<file path="src/rtl/sipo_pkg.sv">
// sipo_pkg: shared FSM state encoding and frame bit constants for the SIPO frame loader.
package sipo_pkg;
  typedef enum logic [2:0] {IDLE, DATA, PAR, STOP, HOLD} state_t;
  localparam logic START_BIT = 1'b0;
  localparam logic STOP_BIT = 1'b1;
endpackage

</file>
<file path="src/rtl/sipo_frame_loader_if.sv">
// sipo_frame_loader_if: serial input strobe plus parallel valid/ready word and status pulses.
interface sipo_frame_loader_if #(parameter int WIDTH = 4);
  logic sin, sin_valid, pready, pvalid, perr, ovr, busy;
  logic [WIDTH-1:0] pdata;
  modport master (output sin, sin_valid, pready, input pdata, pvalid, perr, ovr, busy);
  modport slave (input sin, sin_valid, pready, output pdata, pvalid, perr, ovr, busy);
endinterface

</file>
<file path="src/rtl/sipo_shreg.sv">
// sipo_shreg: right-shift register, serial input enters at the MSB so the first bit lands in bit 0.
module sipo_shreg #(parameter int WIDTH = 4) (
  input  logic             clk,
  input  logic             rst,
  input  logic             en,
  input  logic             din,
  output logic [WIDTH-1:0] q
);
  always_ff @(posedge clk or negedge rst)
    if (!rst) q <= '0;
    else if (en) q <= {din, q[WIDTH-1:1]};
endmodule

</file>
<file path="src/rtl/sipo_frame_loader.sv">
// sipo_frame_loader: frames a serial bit stream, checks parity/stop, and hands the word off via valid/ready.
module sipo_frame_loader
  import sipo_pkg::*;
#(
  parameter int WIDTH = 4,
  parameter bit PARITY_EN = 1'b1
) (
  input logic clk,
  input logic rst,
  sipo_frame_loader_if.slave bus
);
  localparam int CW = $clog2(WIDTH + 1);
  localparam logic [CW-1:0] LAST = CW'(WIDTH - 1);
  state_t state, nxt;
  logic [CW-1:0] cnt;
  logic [WIDTH-1:0] sr;
  logic par, good, start, shift;
  sipo_shreg #(.WIDTH(WIDTH)) u_shreg (.clk(clk), .rst(rst), .en(shift), .din(bus.sin), .q(sr));
  always_ff @(posedge clk or negedge rst)
    if (!rst) state <= IDLE;
    else state <= nxt;
  always_comb begin
    nxt = state;
    case (state)
      IDLE: if (start) nxt = DATA;
      DATA: if (bus.sin_valid && cnt == LAST) nxt = PARITY_EN ? PAR : STOP;
      PAR:  if (bus.sin_valid) nxt = STOP;
      STOP: if (bus.sin_valid) nxt = good ? HOLD : IDLE;
      HOLD: if (bus.pready) nxt = start ? DATA : IDLE;
      default: nxt = IDLE;
    endcase
  end
  // A completed handshake frees HOLD to take a start bit in the same cycle.
  assign start = bus.sin_valid && bus.sin == START_BIT && (state == IDLE || (state == HOLD && bus.pready));
  assign shift = state == DATA && bus.sin_valid;
  assign good = bus.sin == STOP_BIT && (!PARITY_EN || !(^sr ^ par));
  assign bus.pvalid = state == HOLD;
  assign bus.busy = state != IDLE;
  always_ff @(posedge clk or negedge rst)
    if (!rst) begin
      cnt <= '0;
      par <= 1'b0;
      bus.pdata <= '0;
      bus.perr <= 1'b0;
      bus.ovr <= 1'b0;
    end else begin
      cnt <= start ? '0 : shift ? cnt + 1'b1 : cnt;
      if (state == PAR && bus.sin_valid) par <= bus.sin;
      if (state == STOP && bus.sin_valid && good) bus.pdata <= sr;
      bus.perr <= state == STOP && bus.sin_valid && !good;
      bus.ovr <= state == HOLD && bus.sin_valid && !bus.pready;
    end
endmodule

</file>
<file path="src/flat_wrapper.sv">
// flat-port wrapper written by rule: the top's interface ports become plain ports
module sipo_frame_loader_flat import sipo_pkg::*;
#(
  parameter int WIDTH = 4,
  parameter bit PARITY_EN = 1'b1
)
  (clk, rst, bus_sin, bus_sin_valid, bus_pready, bus_pdata, bus_pvalid, bus_perr, bus_ovr, bus_busy);
  sipo_frame_loader_if #(.WIDTH(WIDTH)) bus_i ();
  input logic clk;
  input logic rst;
  input wire logic [$bits(bus_i.sin)-1:0] bus_sin;
  input wire logic [$bits(bus_i.sin_valid)-1:0] bus_sin_valid;
  input wire logic [$bits(bus_i.pready)-1:0] bus_pready;
  output wire logic [$bits(bus_i.pdata)-1:0] bus_pdata;
  output wire logic [$bits(bus_i.pvalid)-1:0] bus_pvalid;
  output wire logic [$bits(bus_i.perr)-1:0] bus_perr;
  output wire logic [$bits(bus_i.ovr)-1:0] bus_ovr;
  output wire logic [$bits(bus_i.busy)-1:0] bus_busy;
  assign bus_i.sin = bus_sin;
  assign bus_i.sin_valid = bus_sin_valid;
  assign bus_i.pready = bus_pready;
  assign bus_pdata = bus_i.pdata;
  assign bus_pvalid = bus_i.pvalid;
  assign bus_perr = bus_i.perr;
  assign bus_ovr = bus_i.ovr;
  assign bus_busy = bus_i.busy;
  sipo_frame_loader #(.WIDTH(WIDTH), .PARITY_EN(PARITY_EN)) u_core (.clk(clk), .rst(rst), .bus(bus_i));
endmodule
</file>
<file path="config.mk">
export PLATFORM = sky130hd
export DESIGN_NAME = sipo_frame_loader_flat
export DESIGN_NICKNAME = d
export VERILOG_FILES = /design/src/rtl/sipo_pkg.sv /design/src/rtl/sipo_frame_loader_if.sv /design/src/rtl/sipo_shreg.sv /design/src/rtl/sipo_frame_loader.sv /design/src/flat_wrapper.sv
export SDC_FILE = /design/constraint.sdc
export NUM_CORES = 1
export LEC_CHECK = 0
export ABC_CLOCK_PERIOD_IN_PS = 3800
export CORE_UTILIZATION = 54
export DETAILED_ROUTE_END_ITERATION = 10
export GPL_ROUTABILITY_DRIVEN = 0
export GPL_TIMING_DRIVEN = 1
export PLACE_DENSITY = 0.87
export SYNTH_ARGS = -nofsm -noshare
export SYNTH_HDL_FRONTEND = slang
export SYNTH_HIERARCHICAL = 1
export SYNTH_SLANG_ARGS = --single-unit
</file>
<file path="constraint.sdc">
create_clock -name clk -period 3.8 [get_ports clk]
set_input_delay 0.76 -clock clk [delete_from_list [all_inputs] [get_ports clk]]
set_output_delay 0.76 -clock clk [all_outputs]
set_load 0.05 [all_outputs]
</file>
* Word level (Yosys, flattened, before mapping)
Cells that the tools add are included.
** Storage, ports and cells
- Bits in registers :: 17
- Output and inout port bits :: 8
** Operators by class
- Add/subtract/negate cells :: 1
- Eq/ne operators :: 10
- Mux-type cells :: 10
- Bitwise gates (word level) :: 2
- Reductions and logical operators :: 21
** Operators with widths (number)
- $mux 3 :: 8
- $pmux 3 s5 :: 1
- $logic_and 1x1->1 :: 12
- $eq 3x2->1 const B :: 3
- $ne 2x2->1 const B :: 3
- $reduce_and 5->1 :: 1
- $ne 2x1->1 const B :: 2
- $reduce_xor 4->1 :: 1
- $add 3x1->3 const B :: 1
- $eq 3x1->1 const B :: 1
- $eq 3x3->1 const B :: 1
- $logic_not 1->1 :: 3
- $logic_not 3->1 :: 1
- $reduce_bool 3->1 :: 1
- $reduce_bool 2->1 :: 1
- $logic_or 1x1->1 :: 1
- $mux 1 :: 1
- $not 1->1 :: 1
- $xor 1x1->1 :: 1

* Depth between registers and ports, before layout
Gate-level depths: netlist (run 1).
- Depth in word-level cells :: 7
- Gate-level depth with buffers :: 5
- Mapped depth without buffers :: 5

* Modules after synthesis
Netlist (run 1), hierarchy kept.
** By module, submodules not included
- sipo_frame_loader :: times used 1, cells an instance 61, area each 688.2 um^2, seq. area each 325.3 um^2
- sipo_shreg :: times used 1, cells an instance 8, area each 145.1 um^2, seq. area each 100.1 um^2

* Worst setup path after synthesis (run 1)
No wires, ideal clock.
- Kind :: flip-flop to output port
- Start point :: register u_core.state[2]
- End point :: output port bus_busy
- Arrival :: 1.150 ns
- Slack :: 1.890 ns
- Stages on the path, launching flop included :: 3
- Path buffers :: 1
- Cell sequence :: dfrtp_1 > clkbuf_1 > or3_1
** Between the ends
- Cells in the longest elaborated chain, start to end :: 1
** Ends and longest elaborated chain
- from (decl) :: RTL line sipo_frame_loader.sv:14 : state_t state, nxt;
- from (signal assigned) :: RTL line sipo_frame_loader.sv:21 : else state <= nxt;
- $reduce_bool 3->1 :: RTL line sipo_frame_loader.sv:38 : assign bus.busy = state != IDLE;
- to (decl) :: RTL line flat_wrapper.sv:18 : output wire logic [$bits(bus_i.busy)-1:0] bus_busy;
No other way between the ends.

* Final worst setup path (run 1)
Ends and elaborated chain as after synthesis.

==> impl_metrics.tcl, run 1 <==
set metrics [dict create \
    p_per_area_mw_per_mm2 793.7 \
    slew_violations 0 \
    die_area_sq_mm 0.001704 \
    cp-start-kind "flip-flop" \
    drtPass1Iterations 2 \
    synth_compound_area_frac 0.1006 \
    busiest_layer "met2" \
    insertion_delay_ns 0.28 \
    synth_area_sq_um 833.3 \
    fin_total_pwr_uw 792.5 \
    synth_warnings 6 \
    p_leak_nw 0.4527 \
    htree_num_levels 1 \
    placed_cells_incl_taps 95 \
    drive_gt1_frac 0.1905 \
    grt_pass1_vias 526 \
    maxCapViolCount 0 \
    min_period_ns 2.664 \
    clockPowerShare 0.119 \
    ctsLongestPathBuffers 2 \
    pre_cts_ws_ns 1.331 \
    worstPathMaxFanout 11 \
    synth_nets 76 \
    placed_cell_area_sq_um 968.4 \
    swShare 0.3993 \
    cts_tree "yes" \
    synthAdderAreaFrac 0.03003 \
    ff2ff_path_depth 4 \
    hold_class "flip-flop to flip-flop" \
    max-vdd-ir-drop_v 0.0005912 \
    ctsResizeCount 0 \
    met2_usage 0.3555 \
    critPathSlowestCell "clkdlybuf4s50_1" \
    grt_pass1_wl_mm 2.221 \
    chipHeight_um 41.28 \
    fin_crit_sh 0.7009 \
    diodes 0 \
    layout_setup_ws_ns 1.136 \
    crit_cells 2 \
    drtIter0Drc 9 \
    r2r-end "u_core/bus.pdata[0]" \
    root_buffer "clkbuf_4" \
    stdcell_area_sq_um 998.5 \
    synth.avg_cell_area_sq_um 12.08 \
    antenna_left 0 \
    relSlewSlack 0.5167 \
    wl_per_cell_um 14.12 \
    seqPwrFrac 0.388 \
    use_met1 0.2589 \
    postCtsSetupBuffers 0 \
    critPathCapture "bus_busy" \
    clkSinkCount 17 \
    synth_xor_area_frac 0.07808 \
    via_per_inst 5.545 \
    hold_viol 0 \
    combinationalPowerShare 0.494 \
    r2r_slack_ns 2.14 \
    rows 13 \
    cp-end-kind "output port" \
    grt_use_total 0.2092 \
    worst-path-buf-inv 1 \
    grt_start_max_net_pins 18 \
    routed_wirelength_mm 1.398 \
    holdWs_ns 0.5141 \
    yosys.area_share.simple 0.1336 \
    dp_hpwl_mm 1.074 \
    syn_to_final_growth_pct 19.82 \
    synth_top_family_by_area "simple AND/OR/NAND/NOR gates" \
    drc 0 \
    fin_util 0.7308 \
    overflow 0 \
    status "finished, final reports clean" \
    boundaryPins 13 \
    synth_seq_area_share 0.5105 \
    crit_chain "or3_1, clkdlybuf4s50_1" \
    crit_family "buffers and inverters" \
    clock_skew_ns 0.004271 \
    setup.worst_path.start "u_core/state[2]" \
    layout.cells.non_filler 99 \
    finalNetCount 92 \
    muxShareOfSynthArea 0.1201 \
    antenna_found_initial 0 \
    rsz0062_at_grt "no" \
    crit_type "flip-flop to output port" \
    worstMarginPinSlew_ns 0.7227 \
    cp.required_ns 3.04 \
    path_clk_slew_ns 0.09 \
    cp_data_arrival_time_ns 1.90 \
    setup_viol 0 \
    timing.rr.start "u_core/u_shreg/q[3]" \
    syn_inst 69 \
    slowest_delay_ns 0.70 \
    die_w_um 41.28 \
    grt_use_met3 0.08152 \
    intPower_uw 476.1 \
    ys_ff_latch 17 \
    cts_inserted_buffers 3 \
    fmax_mhz 375.4 \
    num_vias 549 \
    power_switching_uw 316.4 \
    tns_ns 0 \
    cts_hold_buf 0 \
    initial_utilization 0.6099 \
    netlist-cell-type-count 27 \
    coreArea_sq_mm 0.001366 \
    io_buffers 12 \
]
power groups by stage:
stage                     Clock, mW  Combinational [mW]  Sequential [mW]
after floorplan                   0               0.271            0.337
after global placement            0               0.376            0.308
after detailed placement          0               0.392            0.313
after CTS                    0.0993               0.394            0.309
after global routing          0.107               0.419            0.319
final                        0.0939               0.391            0.307
layout make-up:
class	instances	area, sq um
well taps	15	18.77
clock buffers	3	22.52
flip-flops and latches	17	425.4
inverters	5	18.77
multi-input cells	46	385.4
repair buffers	12	120.1
clock inverters	1	7.507
fillers	104	367.9
kinds of logic after synthesis:
kind of cell / after synthesis
DFF: 17
xor gates and xnor gates: 5
muxes: 9
buffers and inverters: 6
and+or+nand+nor: 19
adders and majority gates: 2
AOI/OAI and AO/OA: 11
flip-flops by register name (all words and copies together), names as in the netlist:
| signal | cells |
|---|---|
| u_core/bus.pdata | 4 |
| u_core/u_shreg/q | 4 |
| u_core/cnt | 3 |
| u_core/state | 3 |
| u_core/bus.ovr | 1 |
| u_core/bus.perr | 1 |
| u_core/par | 1 |
how the worst min path moves through the flow:
stage / from / to / slack, ns / depth (start not counted)
after global placement: u_core/bus.pdata[0] / u_core/bus.pdata[0] / 0.49 / 1
after CTS: u_core/bus.pdata[1] / u_core/bus.pdata[1] / 0.52 / 1
final: u_core/bus.pdata[1] / u_core/bus.pdata[1] / 0.51 / 1
after floorplan: rst / u_core/bus.ovr / 0.46 / 0
after detailed placement: u_core/bus.pdata[1] / u_core/bus.pdata[1] / 0.50 / 1
after global routing: u_core/bus.pdata[1] / u_core/bus.pdata[1] / 0.54 / 1
Yosys cell counts, drive strengths merged:
master   instances  area share
or3              1      0.0075
nand2            2      0.0090
a2111oi          2       0.029
clkbuf           1      0.0045
a21oi            2       0.012
inv              5       0.023
xnor2            4       0.051
o21ai            2       0.012
and3             3       0.023
nand3b           2       0.018
nor3b            1      0.0090
nor3             3       0.024
dfrtp           17        0.51
nor4b            1       0.011
a211o            1       0.011
a21boi           2       0.018
o22a             1       0.011
xnor3            1       0.027
nor2             5       0.023
a211oi           1      0.0090
mux2i            1       0.012
mux2             8        0.11
ha               2       0.030
nand2b           1       0.011
worst register-to-register path: stages, from the launching register on:
cell	delay (ns)
dfrtp_1	0.43
xnor2_2	0.24
xnor3_1	0.40
nand2b_2	0.13
mux2_2	0.34
routing by layer:
metal / wire length [um] / part of all wire
met3: 51 / 0.036
met5: 0 / 0
met4: 0 / 0
met1: 659 / 0.47
met2: 687 / 0.49
cell usage in the layout, fill, tap and decap left out:
master           instances
a21oi_1                  2
nand3b_1                 2
and3_1                   3
o21ai_0                  2
xnor2_2                  1
dfrtp_1                 17
ha_1                     2
a211oi_1                 1
a2111oi_0                1
xnor2_1                  3
clkdlybuf4s50_1         12
nor3_1                   2
nor3_2                   1
inv_1                    5
a2111oi_2                1
clkbuf_4                 3
o22a_1                   1
clkinvlp_4               1
nor3b_1                  1
nor2_1                   5
mux2_2                   8
nand2_1                  2
nor4b_1                  1
mux2i_1                  1
or3_1                    1
a21boi_0                 2
xnor3_1                  1
a211o_1                  1
nand2b_2                 1
(Power assumes the default switching activity.)
==> run 2, diff against run 1 <==
--- a/config.mk
+++ b/config.mk
@@ -5,12 +5,12 @@
 export SDC_FILE = /design/constraint.sdc
 export NUM_CORES = 1
 export LEC_CHECK = 0
-export ABC_CLOCK_PERIOD_IN_PS = 3800
-export CORE_UTILIZATION = 54
+export ABC_CLOCK_PERIOD_IN_PS = 2200
+export CORE_UTILIZATION = 46
 export DETAILED_ROUTE_END_ITERATION = 10
 export GPL_ROUTABILITY_DRIVEN = 0
 export GPL_TIMING_DRIVEN = 1
-export PLACE_DENSITY = 0.87
+export PLACE_DENSITY = 0.8
 export SYNTH_ARGS = -nofsm -noshare
 export SYNTH_HDL_FRONTEND = slang
 export SYNTH_HIERARCHICAL = 1
==> constraint.sdc (replaced) <==
create_clock -name clk -period 2.2 [get_ports clk]
set_input_delay 0.44 -clock clk [delete_from_list [all_inputs] [get_ports clk]]
set_output_delay 0.44 -clock clk [all_outputs]
set_load 0.05 [all_outputs]
==> impl_metrics.tcl, run 2 (synthesis gave the netlist of run 1 again) <==
set metrics [dict create \
    status "finished, final reports clean" \
    cts_inserted_buffers 3 \
    setup_viol 0 \
    drtPass1Iterations 4 \
    cp-end-kind "output port" \
    rsz0062_at_grt "no" \
    hold_viol 0 \
    finalNetCount 95 \
    die_w_um 44.56 \
    clockPowerShare 0.120 \
    p_per_area_mw_per_mm2 1344 \
    postCtsSetupBuffers 0 \
    dp_hpwl_mm 1.104 \
    seqPwrFrac 0.389 \
    swShare 0.3980 \
    slowest_delay_ns 0.80 \
    ctsResizeCount 0 \
    coreArea_sq_mm 0.001708 \
    reg.largest.list "u_core/bus.pdata x4, u_core/u_shreg/q x4" \
    grt_start_max_net_pins 18 \
    seqCellArea_sq_um 425.4 \
    htree_num_levels 1 \
    grt_pass1_wl_mm 2.415 \
    multi_input_area_sq_um 385.4 \
    cp-start-kind "flip-flop" \
    crit_type "flip-flop to output port" \
    num-fill-cells 144 \
    antenna_found_initial 0 \
    clock_skew_ns 0.004498 \
    intPower_uw 829.9 \
    slew_violations 0 \
    hold_class "input pin to asynchronous set/reset pin" \
    chipHeight_um 44.56 \
    boundaryPins 13 \
    fin_crit_sh 0.8680 \
    cts_hold_buf 0 \
    pre_cts_ws_ns 0.2256 \
    drtIter0Drc 13 \
    worstMarginPinSlew_ns 0.4925 \
    layout_common_cells "dfrtp_1 (17), clkdlybuf4s50_1 (10), mux2_2 (8)" \
    grt_pass1_vias 548 \
    critPathSlowestCell "clkdlybuf4s50_1" \
    clkSinkCount 17 \
    insertion_delay_ns 0.29 \
    worst-path-buf-inv 1 \
    placed_cells_incl_taps 108 \
    rows 15 \
    path_clk_slew_ns 0.10 \
    drive_gt1_frac 0.2414 \
    combinationalPowerShare 0.491 \
    max-vdd-ir-drop_v 0.0006776 \
    num_vias 568 \
    fmax_mhz 523.7 \
    cp_data_arrival_time_ns 1.47 \
    routed_wirelength_mm 1.392 \
    initial_utilization 0.4879 \
    overflow 0 \
    drc 0 \
    p_leak_nw 0.4732 \
    fin_util 0.6007 \
    worstPathMaxFanout 3 \
    via_per_inst 5.071 \
    cp.required_ns 1.76 \
    antenna_left 0 \
    grt_use_total 0.1729 \
    io_buffers 12 \
    diodes 0 \
    power_switching_uw 548.6 \
    die_area_sq_mm 0.001986 \
    layout.cells.non_filler 112 \
    layout_setup_ws_ns 0.2904 \
    holdWs_ns 0.4613 \
    ctsLongestPathBuffers 2 \
    final_common_cell "dfrtp_1" \
    maxCapViolCount 0 \
    relSlewSlack 0.6707 \
    crit_chain "clkdlybuf4s50_1" \
    tns_ns 0 \
    cts_tree "yes" \
    crit_family "buffers and inverters" \
    min_period_ns 1.910 \
    r2r_slack_ns 0.54 \
    syn_to_final_growth_pct 23.12 \
    wl_per_cell_um 12.43 \
    root_buffer "clkbuf_4" \
]
[run 2: cell count changes in the layout (fill, tap and decap cells not counted), sizes merged]
cell | before | now
clkinvlp | 1 | 0
buf | 0 | 5
clkinv | 0 | 1
clkdlybuf4s50 | 12 | 10
[run 2: through the flow]
step | area (sq um) | power, mW
after floorplan | 833.3 | 1.051
after global placement | 998.5 | 1.197
after detailed placement | 998.5 | 1.232
after CTS | 1026 | 1.400
after global routing | 1026 | 1.485
final | 1026 | 1.379
[run 2: power by group through the flow]
stage | combinational, mW | sequential [mW] | clock [mW]
2_1_floorplan | 0.469 | 0.582 | 0
3_3_place_gp | 0.663 | 0.535 | 0
3_5_place_dp | 0.687 | 0.545 | 0
4_1_cts | 0.690 | 0.537 | 0.172
5_1_grt | 0.742 | 0.551 | 0.191
6_report | 0.676 | 0.536 | 0.166
[run 2: worst paths after layout]
| kind | startpoint | endpoint | depth (start not counted) |
|---|---|---|---|
| setup reg to reg | u_core/u_shreg/q[3] | u_core/bus.pdata[0] | 4 |
| min in group clk | u_core/bus.pdata[0] | u_core/bus.pdata[0] | 1 |
| max in group asynchronous | rst | u_core/state[0] | 2 |
| hold / removal | rst | u_core/bus.pdata[2] | 2 |
| setup / recovery | u_core/bus.pdata[2] | bus_pdata[2] | 1 |
| hold reg to reg | u_core/bus.pdata[0] | u_core/bus.pdata[0] | 1 |
[run 2: cell type report]
cell class,instances,area share
sequential,17,0.4146
multi-input combinational,46,0.3756
timing repair buffer,15,0.1341
tap,25,0.03049
clock buffer,3,0.02195
inverter,5,0.01829
clock inverter,1,0.004878
[run 2: per-layer routing]
layer | track usage | wire length, um | share of wire
met2 | 0.2824 | 703 | 0.51
met5 | 0 | 0 | 0
met3 | 0.04898 | 40 | 0.029
met4 | 0.07273 | 14 | 0.010
met1 | 0.2141 | 634 | 0.46
==> run 3, diff against run 2 <==
--- a/config.mk
+++ b/config.mk
@@ -6,11 +6,13 @@
 export NUM_CORES = 1
 export LEC_CHECK = 0
 export ABC_CLOCK_PERIOD_IN_PS = 2200
-export CORE_UTILIZATION = 46
+export CORE_UTILIZATION = 53
 export DETAILED_ROUTE_END_ITERATION = 10
+export DONT_BUFFER_PORTS = 1
 export GPL_ROUTABILITY_DRIVEN = 0
 export GPL_TIMING_DRIVEN = 1
-export PLACE_DENSITY = 0.8
+export PLACE_DENSITY = 0.78
+export SKIP_LAST_GASP = 1
 export SYNTH_ARGS = -nofsm -noshare
 export SYNTH_HDL_FRONTEND = slang
 export SYNTH_HIERARCHICAL = 1
==> impl_metrics.tcl, run 3 (synthesis gave the netlist of run 1 again) <==
set metrics [dict create \
    via_per_inst 6.135 \
    clock_skew_ns 0.001027 \
    setup_viol 0 \
    antenna_found_initial 0 \
    ff2ff_path_depth 4 \
    drc 0 \
    cts_inserted_buffers 3 \
    fmax_mhz 532.7 \
    intPower_uw 780.0 \
    maxCapViolCount 0 \
    fin_total_pwr_mw 1.308 \
    path_clk_slew_ns 0.09 \
    num_vias 546 \
    status "finished, final reports clean" \
    p_per_area_mw_per_mm2 1466 \
    crit_family "simple AND/OR/NAND/NOR gates" \
    grt_pass1_wl_mm 2.339 \
    hold-path-cell-count 1 \
    coreArea_sq_mm 0.001383 \
    slew_violations 0 \
    ctsLongestPathBuffers 2 \
    hold_class "input pin to flip-flop" \
    root_buffer "clkbuf_4" \
    reg.largest.list "u_core/bus.pdata x4, u_core/u_shreg/q x4" \
    initial_utilization 0.6027 \
    drtPass1Iterations 4 \
    final_common_cell "dfrtp_1" \
    wl_per_cell_um 15.12 \
    insertion_delay_ns 0.29 \
    worst-path-buf-inv 0 \
    htree_num_levels 1 \
    dp_hpwl_um 968.8 \
    crit_cells 1 \
    slowest_delay_ns 0.64 \
    clockPowerShare 0.127 \
    p_leak_nw 0.4179 \
    swShare 0.4035 \
    hold_viol 0 \
    rsz0062_at_grt "no" \
    grt_use_total 0.1840 \
    chipHeight_um 41.65 \
    io_buffers 0 \
    cp_data_arrival_time_ns 1.44 \
    r2r_slack_ns 0.57 \
    combinationalPowerShare 0.409 \
    fin_crit_sh 0.8533 \
    die_w_um 41.65 \
    cts_tree "yes" \
    die_area_sq_mm 0.001735 \
    cp-end-kind "output port" \
    overflow 0 \
    worstPathMaxFanout 11 \
    worstMarginPinSlew_ns 0.7529 \
    min_period_ns 1.877 \
    crit_type "flip-flop to output port" \
    rows 13 \
    power_switching_uw 527.6 \
    clkSinkCount 17 \
    layout.cells.non_filler 89 \
    postCtsSetupBuffers 0 \
    finalNetCount 82 \
    boundaryPins 13 \
    grt_pass1_vias 521 \
    critPathSlowestCell "or3_1" \
    grt_start_max_net_pins 18 \
    drtIter0Drc 10 \
    cp.required_ns 1.76 \
    layout_common_cells "dfrtp_1 (17), mux2_2 (8), nor2_1 (5), inv_1 (5)" \
    seqPwrFrac 0.464 \
    syn_to_final_growth_pct 7.057 \
    max-vdd-ir-drop_v 0.0006203 \
    cp-start-kind "flip-flop" \
    antenna_left 0 \
    crit_chain "or3_1" \
    diodes 0 \
    placed_cells_incl_taps 84 \
    routed_wirelength_mm 1.346 \
    drive_gt1_frac 0.2162 \
    tns_ns 0 \
    relSlewSlack 0.4964 \
]
run 3: worst paths after layout:
kind	to	start
worst min-delay path	u_core/bus.perr	bus_sin
worst max-delay path	bus_busy	u_core/state[2]
min in group asynchronous	u_core/state[1]	rst
worst min register to register	u_core/cnt[1]	u_core/cnt[1]
worst max register to register	u_core/bus.pdata[3]	u_core/u_shreg/q[3]
max in group asynchronous	u_core/u_shreg/q[2]	rst
run 3: metrics by stage:
step | setup WS [ns] | util | cell area (sq um) | hold WS (ns)
5_1_grt | 0.2495 | 0.6452 | 892.1 | 0.2144
3_3_place_gp | 0.6278 | 0.6190 | 855.8 | 0.1447
4_1_cts | 0.3125 | 0.6452 | 892.1 | 0.2140
3_5_place_dp | 0.5633 | 0.6190 | 855.8 | 0.1447
6_report | 0.3227 | 0.6452 | 892.1 | 0.2279
2_1_floorplan | 0.6096 | - | 833.3 | 0.1444
run 3: metal layers:
metal  vias to the layer above  share of wire  GRT usage
met5                         -              0          0
met2                        18           0.47     0.2688
met4                         0          0.025     0.1032
met3                         5          0.056    0.06957
met1                       267           0.45     0.2330
li1                        256              -          -
run 3: layout make-up:
type,instances,area (sq um)
inverters,5,18.77
fillers,99,490.5
clock buffers,4,26.28
multi-input cells,46,385.4
flip-flops and latches,17,425.4
well taps,15,18.77
repair buffers,2,17.52
run 3: repair_timing:
item / in CTS / in global routing
resized for setup: 0 / 0
hold endpoints to repair: 17 / 0
hold buffers: 1 / 0
run 3: power groups by stage:
stage	Clock (mW)	Sequential (mW)	Combinational, mW
finish	0.166	0.607	0.535
global route	0.185	0.625	0.595
CTS	0.176	0.607	0.545
detailed placement	0	0.614	0.535
global placement	0	0.610	0.510
floorplan	0	0.582	0.469
